**src/rtl/ahb_lite_arbiter_2x1.sv**
```systemverilog
// ahb_lite_arbiter_2x1
// Shares one AHB-Lite master port between two requesters (0 = CPU, 1 = second
// master). Round-robin grant, re-arbitrated only at transfer boundaries. A
// transfer issued while the requester does not own the bus is captured in a
// one-deep per-port buffer and replayed later; the requester is stalled until
// that replayed transfer completes. Write data and responses pass through.
module ahb_lite_arbiter_2x1 #(
  parameter int HADDR_WIDTH = 32,
  parameter int HDATA_WIDTH = 32
) (
  input  logic                        HCLK,
  input  logic                        HRESET,
  // requester side
  input  logic [1:0][HADDR_WIDTH-1:0] s_HADDR,
  input  logic [1:0][2:0]             s_HBURST,
  input  logic [1:0][3:0]             s_HPROT,
  input  logic [1:0][2:0]             s_HSIZE,
  input  logic [1:0]                  s_HMASTLOCK,
  input  logic [1:0]                  s_HWRITE,
  input  logic [1:0][1:0]             s_HTRANS,
  input  logic [1:0][HDATA_WIDTH-1:0] s_HWDATA,
  output logic [1:0][HDATA_WIDTH-1:0] s_HRDATA,
  output logic [1:0]                  s_HREADY,
  output logic [1:0]                  s_HRESP,
  // interconnect side
  output logic [HADDR_WIDTH-1:0]      m_HADDR,
  output logic [2:0]                  m_HBURST,
  output logic [3:0]                  m_HPROT,
  output logic [2:0]                  m_HSIZE,
  output logic                        m_HMASTLOCK,
  output logic                        m_HWRITE,
  output logic [1:0]                  m_HTRANS,
  output logic [HDATA_WIDTH-1:0]      m_HWDATA,
  input  logic [HDATA_WIDTH-1:0]      m_HRDATA,
  input  logic                        m_HREADY,
  input  logic                        m_HRESP
);

  localparam logic [1:0] HTRANS_IDLE = 2'b00;

  // arbitration state
  logic r_owner;
  logic r_last;
  logic r_locked;
  logic r_dphase;
  logic r_downer;

  // per-port replay buffer
  logic [1:0]                  r_pend_valid;
  logic [1:0][HADDR_WIDTH-1:0] r_pend_haddr;
  logic [1:0][2:0]             r_pend_hburst;
  logic [1:0][3:0]             r_pend_hprot;
  logic [1:0][2:0]             r_pend_hsize;
  logic [1:0]                  r_pend_hmastlock;
  logic [1:0]                  r_pend_hwrite;
  logic [1:0][1:0]             r_pend_htrans;

  // effective address phase per port (buffered request takes precedence)
  logic [1:0][HADDR_WIDTH-1:0] w_eff_haddr;
  logic [1:0][2:0]             w_eff_hburst;
  logic [1:0][3:0]             w_eff_hprot;
  logic [1:0][2:0]             w_eff_hsize;
  logic [1:0]                  w_eff_hmastlock;
  logic [1:0]                  w_eff_hwrite;
  logic [1:0][1:0]             w_eff_htrans;
  logic [1:0]                  w_req;
  logic                        w_sel;
  logic                        w_accept;
  logic [1:0]                  w_capture;
  logic [1:0]                  w_grant_clr;

  // Pick the buffered request of a port when present, else its live request.
  always_comb begin
    for (int i = 0; i < 2; i++) begin
      if (r_pend_valid[i]) begin
        w_eff_haddr[i]     = r_pend_haddr[i];
        w_eff_hburst[i]    = r_pend_hburst[i];
        w_eff_hprot[i]     = r_pend_hprot[i];
        w_eff_hsize[i]     = r_pend_hsize[i];
        w_eff_hmastlock[i] = r_pend_hmastlock[i];
        w_eff_hwrite[i]    = r_pend_hwrite[i];
        w_eff_htrans[i]    = r_pend_htrans[i];
      end else begin
        w_eff_haddr[i]     = s_HADDR[i];
        w_eff_hburst[i]    = s_HBURST[i];
        w_eff_hprot[i]     = s_HPROT[i];
        w_eff_hsize[i]     = s_HSIZE[i];
        w_eff_hmastlock[i] = s_HMASTLOCK[i];
        w_eff_hwrite[i]    = s_HWRITE[i];
        w_eff_htrans[i]    = s_HTRANS[i];
      end
      w_req[i] = w_eff_htrans[i][1];
    end
  end

  // Grant selection: hold during locks and bursts (SEQ/BUSY has bit 0 set),
  // alternate on contention, otherwise follow the sole requester or park.
  always_comb begin
    w_sel = r_owner;
    if (r_locked || w_eff_htrans[r_owner][0]) begin
      w_sel = r_owner;
    end else if (w_req[0] && w_req[1]) begin
      w_sel = ~r_last;
    end else if (w_req[0]) begin
      w_sel = 1'b0;
    end else if (w_req[1]) begin
      w_sel = 1'b1;
    end else begin
      w_sel = r_owner;
    end
  end

  assign w_accept = m_HREADY & w_req[w_sel];

  // Per-port capture and grant-clear strobes for the replay buffer.
  always_comb begin
    for (int i = 0; i < 2; i++) begin
      w_grant_clr[i] = w_accept & (w_sel == i[0]);
      w_capture[i]   = s_HREADY[i] & s_HTRANS[i][1]
                     & ~(m_HREADY & (w_sel == i[0]) & ~r_pend_valid[i]);
    end
  end

  // Drive the interconnect address phase; in reset present idle port-0 signals.
  always_comb begin
    if (HRESET) begin
      m_HADDR     = s_HADDR[0];
      m_HBURST    = s_HBURST[0];
      m_HPROT     = s_HPROT[0];
      m_HSIZE     = s_HSIZE[0];
      m_HMASTLOCK = s_HMASTLOCK[0];
      m_HWRITE    = s_HWRITE[0];
      m_HTRANS    = HTRANS_IDLE;
    end else begin
      m_HADDR     = w_eff_haddr[w_sel];
      m_HBURST    = w_eff_hburst[w_sel];
      m_HPROT     = w_eff_hprot[w_sel];
      m_HSIZE     = w_eff_hsize[w_sel];
      m_HMASTLOCK = w_eff_hmastlock[w_sel];
      m_HWRITE    = w_eff_hwrite[w_sel];
      m_HTRANS    = w_eff_htrans[w_sel];
    end
  end

  assign m_HWDATA = s_HWDATA[r_downer];
  assign s_HRDATA = {m_HRDATA, m_HRDATA};

  // Per-requester ready/response: data-phase owner sees the slave, a port with
  // a buffered transfer is stalled, any other port sees an idle ready bus.
  always_comb begin
    for (int i = 0; i < 2; i++) begin
      if (HRESET) begin
        s_HREADY[i] = 1'b1;
        s_HRESP[i]  = 1'b0;
      end else if (r_dphase && (r_downer == i[0])) begin
        s_HREADY[i] = m_HREADY;
        s_HRESP[i]  = m_HRESP;
      end else if (r_pend_valid[i]) begin
        s_HREADY[i] = 1'b0;
        s_HRESP[i]  = 1'b0;
      end else begin
        s_HREADY[i] = 1'b1;
        s_HRESP[i]  = 1'b0;
      end
    end
  end

  // Arbitration state: ownership, round-robin history, lock and data-phase tracking.
  always_ff @(posedge HCLK or posedge HRESET) begin
    if (HRESET) begin
      r_owner  <= 1'b0;
      r_last   <= 1'b1;
      r_locked <= 1'b0;
      r_dphase <= 1'b0;
      r_downer <= 1'b0;
    end else if (m_HREADY) begin
      r_owner <= w_sel;
      if (w_req[w_sel]) begin
        r_dphase <= 1'b1;
        r_downer <= w_sel;
        r_last   <= w_sel;
        r_locked <= w_eff_hmastlock[w_sel];
      end else begin
        r_dphase <= 1'b0;
        r_locked <= 1'b0;
      end
    end
  end

  // Replay buffer: clear when the buffered transfer is issued, load when a
  // ready requester issues a transfer that is not taken directly.
  always_ff @(posedge HCLK or posedge HRESET) begin
    if (HRESET) begin
      r_pend_valid     <= 2'b00;
      r_pend_haddr     <= '0;
      r_pend_hburst    <= '0;
      r_pend_hprot     <= '0;
      r_pend_hsize     <= '0;
      r_pend_hmastlock <= 2'b00;
      r_pend_hwrite    <= 2'b00;
      r_pend_htrans    <= '0;
    end else begin
      for (int i = 0; i < 2; i++) begin
        if (w_capture[i]) begin
          r_pend_valid[i]     <= 1'b1;
          r_pend_haddr[i]     <= s_HADDR[i];
          r_pend_hburst[i]    <= s_HBURST[i];
          r_pend_hprot[i]     <= s_HPROT[i];
          r_pend_hsize[i]     <= s_HSIZE[i];
          r_pend_hmastlock[i] <= s_HMASTLOCK[i];
          r_pend_hwrite[i]    <= s_HWRITE[i];
          r_pend_htrans[i]    <= s_HTRANS[i];
        end else if (w_grant_clr[i]) begin
          r_pend_valid[i] <= 1'b0;
        end else begin
          r_pend_valid[i] <= r_pend_valid[i];
        end
      end
    end
  end

endmodule

```
**config.mk**
```make
export PLATFORM = sky130hd
export DESIGN_NAME = ahb_lite_arbiter_2x1
export DESIGN_NICKNAME = d
export VERILOG_FILES = /design/src/rtl/ahb_lite_arbiter_2x1.sv
export SDC_FILE = /design/constraint.sdc
export NUM_CORES = 1
export LEC_CHECK = 0
export ABC_AREA = 1
export BUFFER_PORTS_ARGS = -buffer_cell sky130_fd_sc_hd__buf_4
export CAP_MARGIN = 10
export CORE_ASPECT_RATIO = 0.5
export CORE_MARGIN = 3
export CORE_UTILIZATION = 47
export CTS_BUF_LIST = sky130_fd_sc_hd__clkbuf_4 sky130_fd_sc_hd__clkbuf_8
export CTS_CLUSTER_SIZE = 28
export DETAILED_ROUTE_END_ITERATION = 10
export PLACE_DENSITY = 0.82
export SYNTH_ARGS = -nofsm -noshare
export SYNTH_HDL_FRONTEND = slang
export SYNTH_SLANG_ARGS = --single-unit
export TNS_END_PERCENT = 5
```
**constraint.sdc**
```tcl
create_clock -name HCLK -period 5.24 [get_ports HCLK]
set_input_delay 0.524 -clock HCLK [delete_from_list [all_inputs] [get_ports HCLK]]
set_output_delay 0.524 -clock HCLK [all_outputs]
set_load 0.02 [all_outputs]
```
; Word-level counts from Yosys, hierarchy flattened
; Index checks and enable logic that the tools add are counted.
[totals]
out_inout_bits = 146
mem_count = 0
input_bits = 192
elab_cells = 110
romBits = 0
ramBits = 0
latch_bits = 0
regBits = 99
[op_classes]
shift = 0
n_eq_ne = 0
addsub = 0
n_mul = 0
n_reduce_logical = 7
n_bitwise = 18
n_lt_le_gt_ge = 3
n_div = 0
n_mux = 61
[op_table]
columns = operator, count
row1 = $mux 32, 7
row2 = $mux 1, 34
row3 = $mux 3, 10
row4 = $mux 4, 5
row5 = $and 1x1->1, 11
row6 = $mux 2, 5
row7 = $not 1->1, 7
row8 = $lt 1x2->1 const B, 3
row9 = $reduce_bool 2->1, 2
row10 = $logic_and 1x1->1, 3
row11 = $reduce_and 2->1, 1
row12 = $logic_or 1x1->1, 1

; Longest topological paths before layout
; Gate-level depths: netlist of run 1.
[logic_depth]
word_depth = 11
ltp_mapped = 13
depth_no_buf = 11

; Least setup slack after synthesis of run 1
; No wires, ideal clock.
[synth_timing]
kind = input to output
start = in HRESET
end = out s_HREADY[0]
slack_ns = 0.182
path_stages = 3
path_buffers = 1
arrival_time_ns = 4.534
required_ns = 4.716
path_cell_list = inv_1 > clkbuf_1 > nand3_1
[synth_between]
elab_chain_len = 1
[synth_rtl]
columns = element, line
row1 = start: declaration, 12  ; input logic HRESET,
row2 = $mux 1, 152  ; if (HRESET) begin
row3 = end: declaration, 23  ; output logic [1:0] s_HREADY,
; No other way between the ends.

; Worst setup path after layout of run 1
[layout_timing]
start = reg r_pend_valid[1]
end = reg r_pend_haddr[19] (netlist name)
[layout_between]
elab_chain_len = 10
elab_cells_between_ends = 14
classes_between = mux: 7 / bitwise: 5 / reduce/logical: 2
[layout_rtl]
columns = element, line
row1 = start: declaration, 49  ; logic [1:0] r_pend_valid;
row2 = start signal: indexed assignment, 216  ; r_pend_valid[i] <= r_pend_valid[i];
row3 = $mux 2 *, 75  ; if (r_pend_valid[i]) begin
row4 = "$mux 1, on equally long branches", "106, 100"
row5 = "$mux 1, on equally long branches", "104, 100"
row6 = $mux 1 / $logic_or 1x1->1 (equally long branches), "102, 100"
row7 = $mux 1 *, 100  ; if (r_locked || w_eff_htrans[r_owner][0]) begin
row8 = $not 1->1 *, 120  ; & ~(m_HREADY & (w_sel == i[0]) & ~r_pend_valid[i]);
row9 = $and 1x1->1 * (2 in series), 120
row10 = $not 1->1 *, 120
row11 = $and 1x1->1 *, 120
row12 = end signal: indexed assignment, 206  ; r_pend_haddr[i] <= s_HADDR[i];
row13 = end: declaration, 50  ; logic [1:0][HADDR_WIDTH-1:0] r_pend_haddr;
; Every way passes the cells marked *; elsewhere a longest branch is shown, timed or not. The select of a mux whose other input is x is not followed.
; A chain may end at the register's enable or synchronous reset.

==> impl_results.md, run 1 <==
* Clk_lat worst skew at ~370 ps
* Share of layout cells above drive strength 1 at 0.238
* Worst vdd ir at between 0.2 and 0.3 mV
* Number of synthesized flops with an enable pin at 0
* Hold Crit Class: in2async
* Inserted Clock Buffers at 9
* Synth area leaders: dfrtp_1, nand2_1, nand3_1, buf_4, mux2i_1
* Final Critical Period at between 4000 and 5000 ps
* First-pass DRT Iterations at 5
* Post-route clock period utilization at 0.808
* Die Area at ~16000 sq um
* #FFs+latches synth at slightly below 100
* Seq/Total Area, Yosys at 0.361
* Syn_nets at ~1.2k
* Final Skew at between 10 and 15 ps
* DRC at 0
* Warnings, synthesis at 0
* Routed len/inst at 18.2 microns
* Chip Width at ~180 microns
* Ys async rst share at 1.00
* Final WL at approximately 25 mm
* Row cnt at 30
* First-pass GRT wire length at ~38 mm
* Critical Path Sink Type: flip-flop
* Initial Util at 0.493
* CP Data Arrival Time at between 4000 and 5000 ps
* Worst slew pin tran at ~850 ps
* Crit Path Class: reg2reg
* Pin count of the biggest net entering global routing at 57
* Die height at a little over 90 microns
* Final Slew Violations at 0
* Unrepaired setup endpoints after global routing: false
* CTS tree: done
* CTS Sinks at 99
* Post_cts resized at 0
* Area Growth Syn to Fin at 22.3%
* Cells after synthesis at about 1.1k
* Synthesized area per cell at approximately 6.5 sq um
* CTS Root Cell: clkbuf_8
* Max Fclk at about 240 MHz
* Placed wire-length estimate at about 19 mm
* H-tree levels at 3
* Via count at between 7k and 8k
* Nets at roughly 1.4k
* Final setup fails at 0
* # hold bufs at CTS at 0
* Gr ovfl total at 0
* Hold violation count in the final report at 0
* All-layer global routing usage at 0.297
* Reg area at between 2000 and 2500 sq um
* Ys flop type: dfrtp_1
* Final worst slack at 1010 ps
* Total power divided by cell area at ~610 nW/um^2
* Clock transition at the registers of the reported paths at 100 ps
* Routability Congestion at between 0.9 and 1
* Relative slew slack at 0.431
* Most frequent cell after synthesis: nand2_1
* Crit path max fanout at 47
* Max Cap Viol at 0
* Initial antenna violation count at 0
* Port bufs at 241
* CTS Buffer Depth at 2
* Distinct cells, synth at 23
* Worst EP required at ~5600 ps
* Worst slack, placed at around 1200 ps
* Startpoint types: flip-flop
* Multi-input combinational cell area at about 3500 sq um
* Total leakage power at 4.81 nW
* Outcome: complete, no violations
* Post-DRT Antenna Nets at 0
* Synth top area share at 0.357
* Commonest cells post-synth: nand2_1, nand3_1, dfrtp_1
* Area leader, netlist: dfrtp_1
* Post-CTS Setup Repair Bufs at 0
* Top Ports at between 300 and 400
* Filler Cell Count at ~1.3k
* Area of the mapped netlist at 6870 sq um
* Setup TNS Final at 0 ps
* Core area at ~14000 sq um
* DR vias/cell at between 5 and 6
* Vias in the first global route at 6838
* Initial DRC Count at slightly below 800
[cells by family after synthesis]
family | count (synthesis) | synth area share
and+or+nand+nor | 734 | 0.441
buffers and inverters | 153 | 0.129
DFF | 99 | 0.361
AOI/OAI and AO/OA | 37 | 0.0290
muxes | 27 | 0.0394
[worst paths after layout]
check                                             startpoint                              end  slack (ps)  depth (start not counted)
worst max-delay path             r_pend_valid[1]$_DFFE_PP0P_     r_pend_haddr[19]$_DFFE_PP0P_        1010                         13
worst min-delay path                                  HRESET     r_pend_haddr[43]$_DFFE_PP0P_         270                          2
worst max register to register   r_pend_valid[1]$_DFFE_PP0P_     r_pend_haddr[19]$_DFFE_PP0P_        1010                         13
worst min register to register  r_pend_htrans[3]$_DFFE_PP0P_     r_pend_htrans[3]$_DFFE_PP0P_         480                          2
max in group asynchronous                             HRESET      r_pend_haddr[7]$_DFFE_PP0P_        4040                          3
min in group HCLK                             s_HMASTLOCK[1]  r_pend_hmastlock[1]$_DFFE_PP0P_         390                          3
[critical path: stages, from the launching register on]
cell,delay (ps)
dfrtp_1,330
buf_4,420
inv_1,450
nand2_1,140
o21ai_1,120
nand2_1,110
nand3_1,110
nand2_2,280
buf_4,440
nand3_4,530
nand2_1,490
buf_4,440
nand2_1,110
nand2_1,80
[cells in the final DEF, fill, tap and decap left out, drive strengths merged, types with 2 or more instances in the layout]
master,n
a21oi,29
dfrtp,98
nand4,17
buf,254
clkbuf,13
nor2,2
nor3,2
mux2i,27
inv,16
clkinv,2
o21ai,6
nand3,159
nand2,554
[power by group]
part	switching, W	leakage, nW	total [W]	internal (W)
Sequential	0.000232	1.21	0.00136	0.00112
Combinational	0.00211	3.50	0.00324	0.00113
Clock	0.000272	0.0991	0.000489	0.000218
[final cells by class]
| cell class | count | area share |
|---|---|---|
| antenna | 1 | 0.000298 |
| tap | 192 | 0.0286 |
| clock inverter | 3 | 0.00253 |
| multi-input combinational | 798 | 0.418 |
| clock buffer | 13 | 0.0206 |
| sequential | 99 | 0.295 |
| timing repair buffer | 254 | 0.227 |
| inverter | 16 | 0.00745 |
[stage by stage]
| step | utilization | power [W] | hold WS [ps] | instances | cell area (sq um) |
|---|---|---|---|---|---|
| final | 0.603 | 0.00508 | 274 | 1376 | 8390 |
| after detailed placement | 0.589 | 0.00457 | 458 | 1359 | 8200 |
| after global placement | 0.589 | 0.00448 | 444 | 1359 | 8200 |
| after floorplan | - | 0.00353 | 423 | 1050 | 6870 |
| after global routing | 0.603 | 0.00546 | 275 | 1375 | 8390 |
| after CTS | 0.603 | 0.00505 | 271 | 1375 | 8390 |
[layer usage]
layer,part of all wire,GRT usage
met5,0,0.00641
met4,0.016,0.0581
met3,0.099,0.0744
met2,0.49,0.507
met1,0.40,0.384
[state kept, by name, indices dropped and copies added (netlist names), 2 cells and up]
signal            cells
r_pend_hprot          8
r_pend_haddr         64
r_pend_hwrite         2
r_pend_htrans         4
r_pend_hburst         6
r_pend_hsize          6
r_pend_hmastlock      2
r_pend_valid          2
(Power assumes the default switching activity.)
==> inputs of run 2 (changes only) <==
Clock period 5.24 ns to 4.2 ns, I/O delays scaled along.
==> run 2 against run 1 <==
  * Non-clock buffer count up 2
  * Sequential cell count unchanged
  * Wire length up 3.6%
  * Design area up 0.39%
  * Register-to-register slack better by 130 ps
  * Final cell count up 0.15%
  * Setup slack worse by 220 ps
  * Count of clock-buffer cells in the layout down 4
  * Utilization up 0.23 points
  * Global-route usage up 1.5 points
  * Highest routed layer unchanged
==> impl_results.md, run 2 (same netlist as run 1, synthesis figures left out) <==
* Max Fclk at a little under 300 MHz
* Clk pwr share at 0.103 (was 0.096)
* Power share of the combinational group at 0.634 (was 0.637)
* Cell internal pwr at 0.00310 W (was 0.00247 W)
* Initial antenna violation count at 0 (unchanged)
* Share of layout cells above drive strength 1 at 0.240 (was 0.238)
* Max stage delay cell, worst path: dfrtp_1 (was nand3_4)
* Total power at 0.00638 W (was 0.00508 W)
* Final setup fails at 0 (unchanged)
* Die Area at 16200 sq um (unchanged)
* Crit-path max cell delay at 640 ps (was 530 ps)
* Chip Width at 177 microns (unchanged)
* DRC at 0 (unchanged)
* Crit Path Class: reg2out (was reg2reg)
* Startpoint types: flip-flop (unchanged)
* Buffers & Inverters on Critical Path at 3 (was 4)
* CP Cell Sequence: inv_1, o21ai_1, nand2_1, nand3_1, nand2_2, inv_2, nand3_1, nand2_1, nand2_1, buf_4 (was buf_4, inv_1, nand2_1, o21ai_1, nand2_1, nand3_1, nand2_2, buf_4, nand3_4, nand2_1, buf_4, nand2_1, nand2_1)
* Row cnt at 30 (unchanged)
* Initial DRC Count at 753 (was 788)
* CTS tree: done (unchanged)
* Worst slew pin tran at 965 ps (was 852 ps)
* Worst slack, placed at 1220 ps (was 1200 ps)
* Post-DRT Antenna Nets at 0 (unchanged)
* Hold violation count in the final report at 0 (unchanged)
* Dpl cell area at 8210 sq um (was 8200 sq um)
* CTS Sinks at 99 (unchanged)
* Vias in the first global route at 6964 (was 6838)
* Flop pwr share at 0.263 (was 0.267)
* Max Cap Viol at 0 (unchanged)
* Total leakage power at 4.82 nW (was 4.81 nW)
* Final Skew at 11.8 ps (was 13.8 ps)
* Total power divided by cell area at 758 nW/um^2 (was 606 nW/um^2)
* Post_cts resized at 0 (unchanged)
* Area Growth Syn to Fin at 22.7% (was 22.3%)
* Unrepaired setup endpoints after global routing: false (unchanged)
* Relative slew slack at 0.356 (was 0.431)
* Most frequent cells in the layout: nand2_1, buf_4, nand3_1 (unchanged)
* Worst EP required at 3780 ps (was 5550 ps)
* Final Slew Violations at 0 (unchanged)
* Core area at 13900 sq um (unchanged)
* Critical Path Sink Type: output port (was flip-flop)
* CP Data Arrival Time at 3000 ps (was 4550 ps)
* First-pass GRT wire length at 39.6 mm (was 37.9 mm)
* First-pass DRT Iterations at 5 (unchanged)
* Outcome: complete, no violations (unchanged)
* H-tree levels at 3 (unchanged)
* Final WL at 25.9 mm (was 25.0 mm)
* Sw Ratio at 0.514 (about the same)
* Routed len/inst at 18.8 microns (was 18.2 microns)
* CTS Root Cell: clkbuf_8 (unchanged)
* Port bufs at 241 (unchanged)
* Placed wire-length estimate at 19.3 mm (was 18.9 mm)
* Post-route clock period utilization at 0.814
* Inserted Clock Buffers at 9 (unchanged)
* Worst vdd ir at 0.340 mV (was 0.266 mV)
* Crit path max fanout at 29 (was 47)
* Setup TNS Final at 0 ps (unchanged)
* Via count at 7560 (was 7519)
* Clock transition at the registers of the reported paths at 100 ps (about the same)
* Hold Crit Class: in2async (unchanged)
* Non-filler cells, final at 1378 (was 1376)
* Clk_lat worst skew at 380 ps (was 370 ps)
* Max FFs per register at 64 (unchanged)
* Sw power at 0.00328 W (was 0.00261 W)
* Die height at 91.5 microns (unchanged)
* Largest regs: r_pend_haddr: 64 flops, r_pend_hprot: 8 flops (unchanged)
* Gr ovfl total at 0 (unchanged)
* Final worst slack at 782 ps (was 1010 ps)
* All-layer global routing usage at 0.311 (was 0.297)
* Most common cell after layout, fill and taps aside: nand2_1 (unchanged)
* Largest Register: r_pend_haddr (unchanged)
* Final Critical Period at around 3400 ps
* Initial Util at 0.493 (unchanged)
* CTS Buffer Depth at 2 (unchanged)
* Top Ports at 338 (unchanged)
* # hold bufs at CTS at 0 (unchanged)
* Routability Congestion at 0.983 (was 0.971)
* CP dominant cell by count: nand2_1 (unchanged)
* Design area at 8430 sq um (was 8390 sq um)
* Inst Count DP at 1361 (was 1359)
* CP top delay family: buffers and inverters (was simple AND/OR/NAND/NOR gates)
* Post-CTS Setup Repair Bufs at 0 (unchanged)
* Nets at 1372 (was 1370)
* Pin count of the biggest net entering global routing at 80 (was 57)
* DR vias/cell at 5.49 (was 5.46)
-- run 2: cell count changes in the layout (fill, tap and decap cells not counted), sizes merged --
cell    change
buf         +2
bufinv      +1
clkinv      +1
inv         +2
clkbuf      -4
-- run 2: worst reg2reg max path: cells and delay by family, from the launching register on --
family | cells | cell delay (ps)
flops | 1 | 480
buf+inv | 2 | 820
simple gates | 10 | 1700
-- run 2: path summary, 6_finish.rpt --
path                       slack (ps)                          from                            to  cells after the start
max in group asynchronous        3010                        HRESET  r_pend_haddr[56]$_DFFE_PP0P_                      3
max reg2reg                      1140   r_pend_valid[0]$_DFFE_PP0P_   r_pend_hprot[0]$_DFFE_PP0P_                     12
min reg2reg                       480  r_pend_htrans[3]$_DFFE_PP0P_  r_pend_htrans[3]$_DFFE_PP0P_                      2
min                               250                        HRESET   r_pend_hsize[3]$_DFFE_PP0P_                      2
min in group HCLK                 260                   s_HADDR[46]  r_pend_haddr[46]$_DFFE_PP0P_                      3
max                               780   r_pend_valid[1]$_DFFE_PP0P_                   m_HADDR[16]                     10
-- run 2: cell type report --
class	instances	area (sq um)
Clock buffer	9	124
Sequential cell	99	2480
Fill cell	1288	5500
Timing Repair Buffer	256	1920
Antenna cell	1	2.50
Inverter	16	62.6
Clock inverter	7	87.6
Tap cell	192	240
Multi-Input combinational cell	798	3510
-- run 2: metrics by stage --
step                 util  hold WS [ps]
finish              0.605           250
global route        0.605           241
CTS                 0.605           250
detailed placement  0.590           451
global placement    0.590           452
floorplan               -           423
-- run 2: routing by layer --
layer	vias up	share of wire	global-route usage
met2	421	0.48	0.518
met3	43	0.096	0.0602
met1	3555	0.41	0.422
met4	0	0.015	0.0686
met5	-	0	0.00321
li1	3541	-	-
-- run 2: power by group through the flow --
stage,Clock (W),Sequential (W),Combinational [W]
floorplan,0,0.00160,0.00280
CTS,0.000669,0.00167,0.00402
detailed placement,0,0.00168,0.00402
global route,0.000710,0.00173,0.00445
global placement,0,0.00166,0.00394
finish,0.000661,0.00168,0.00405
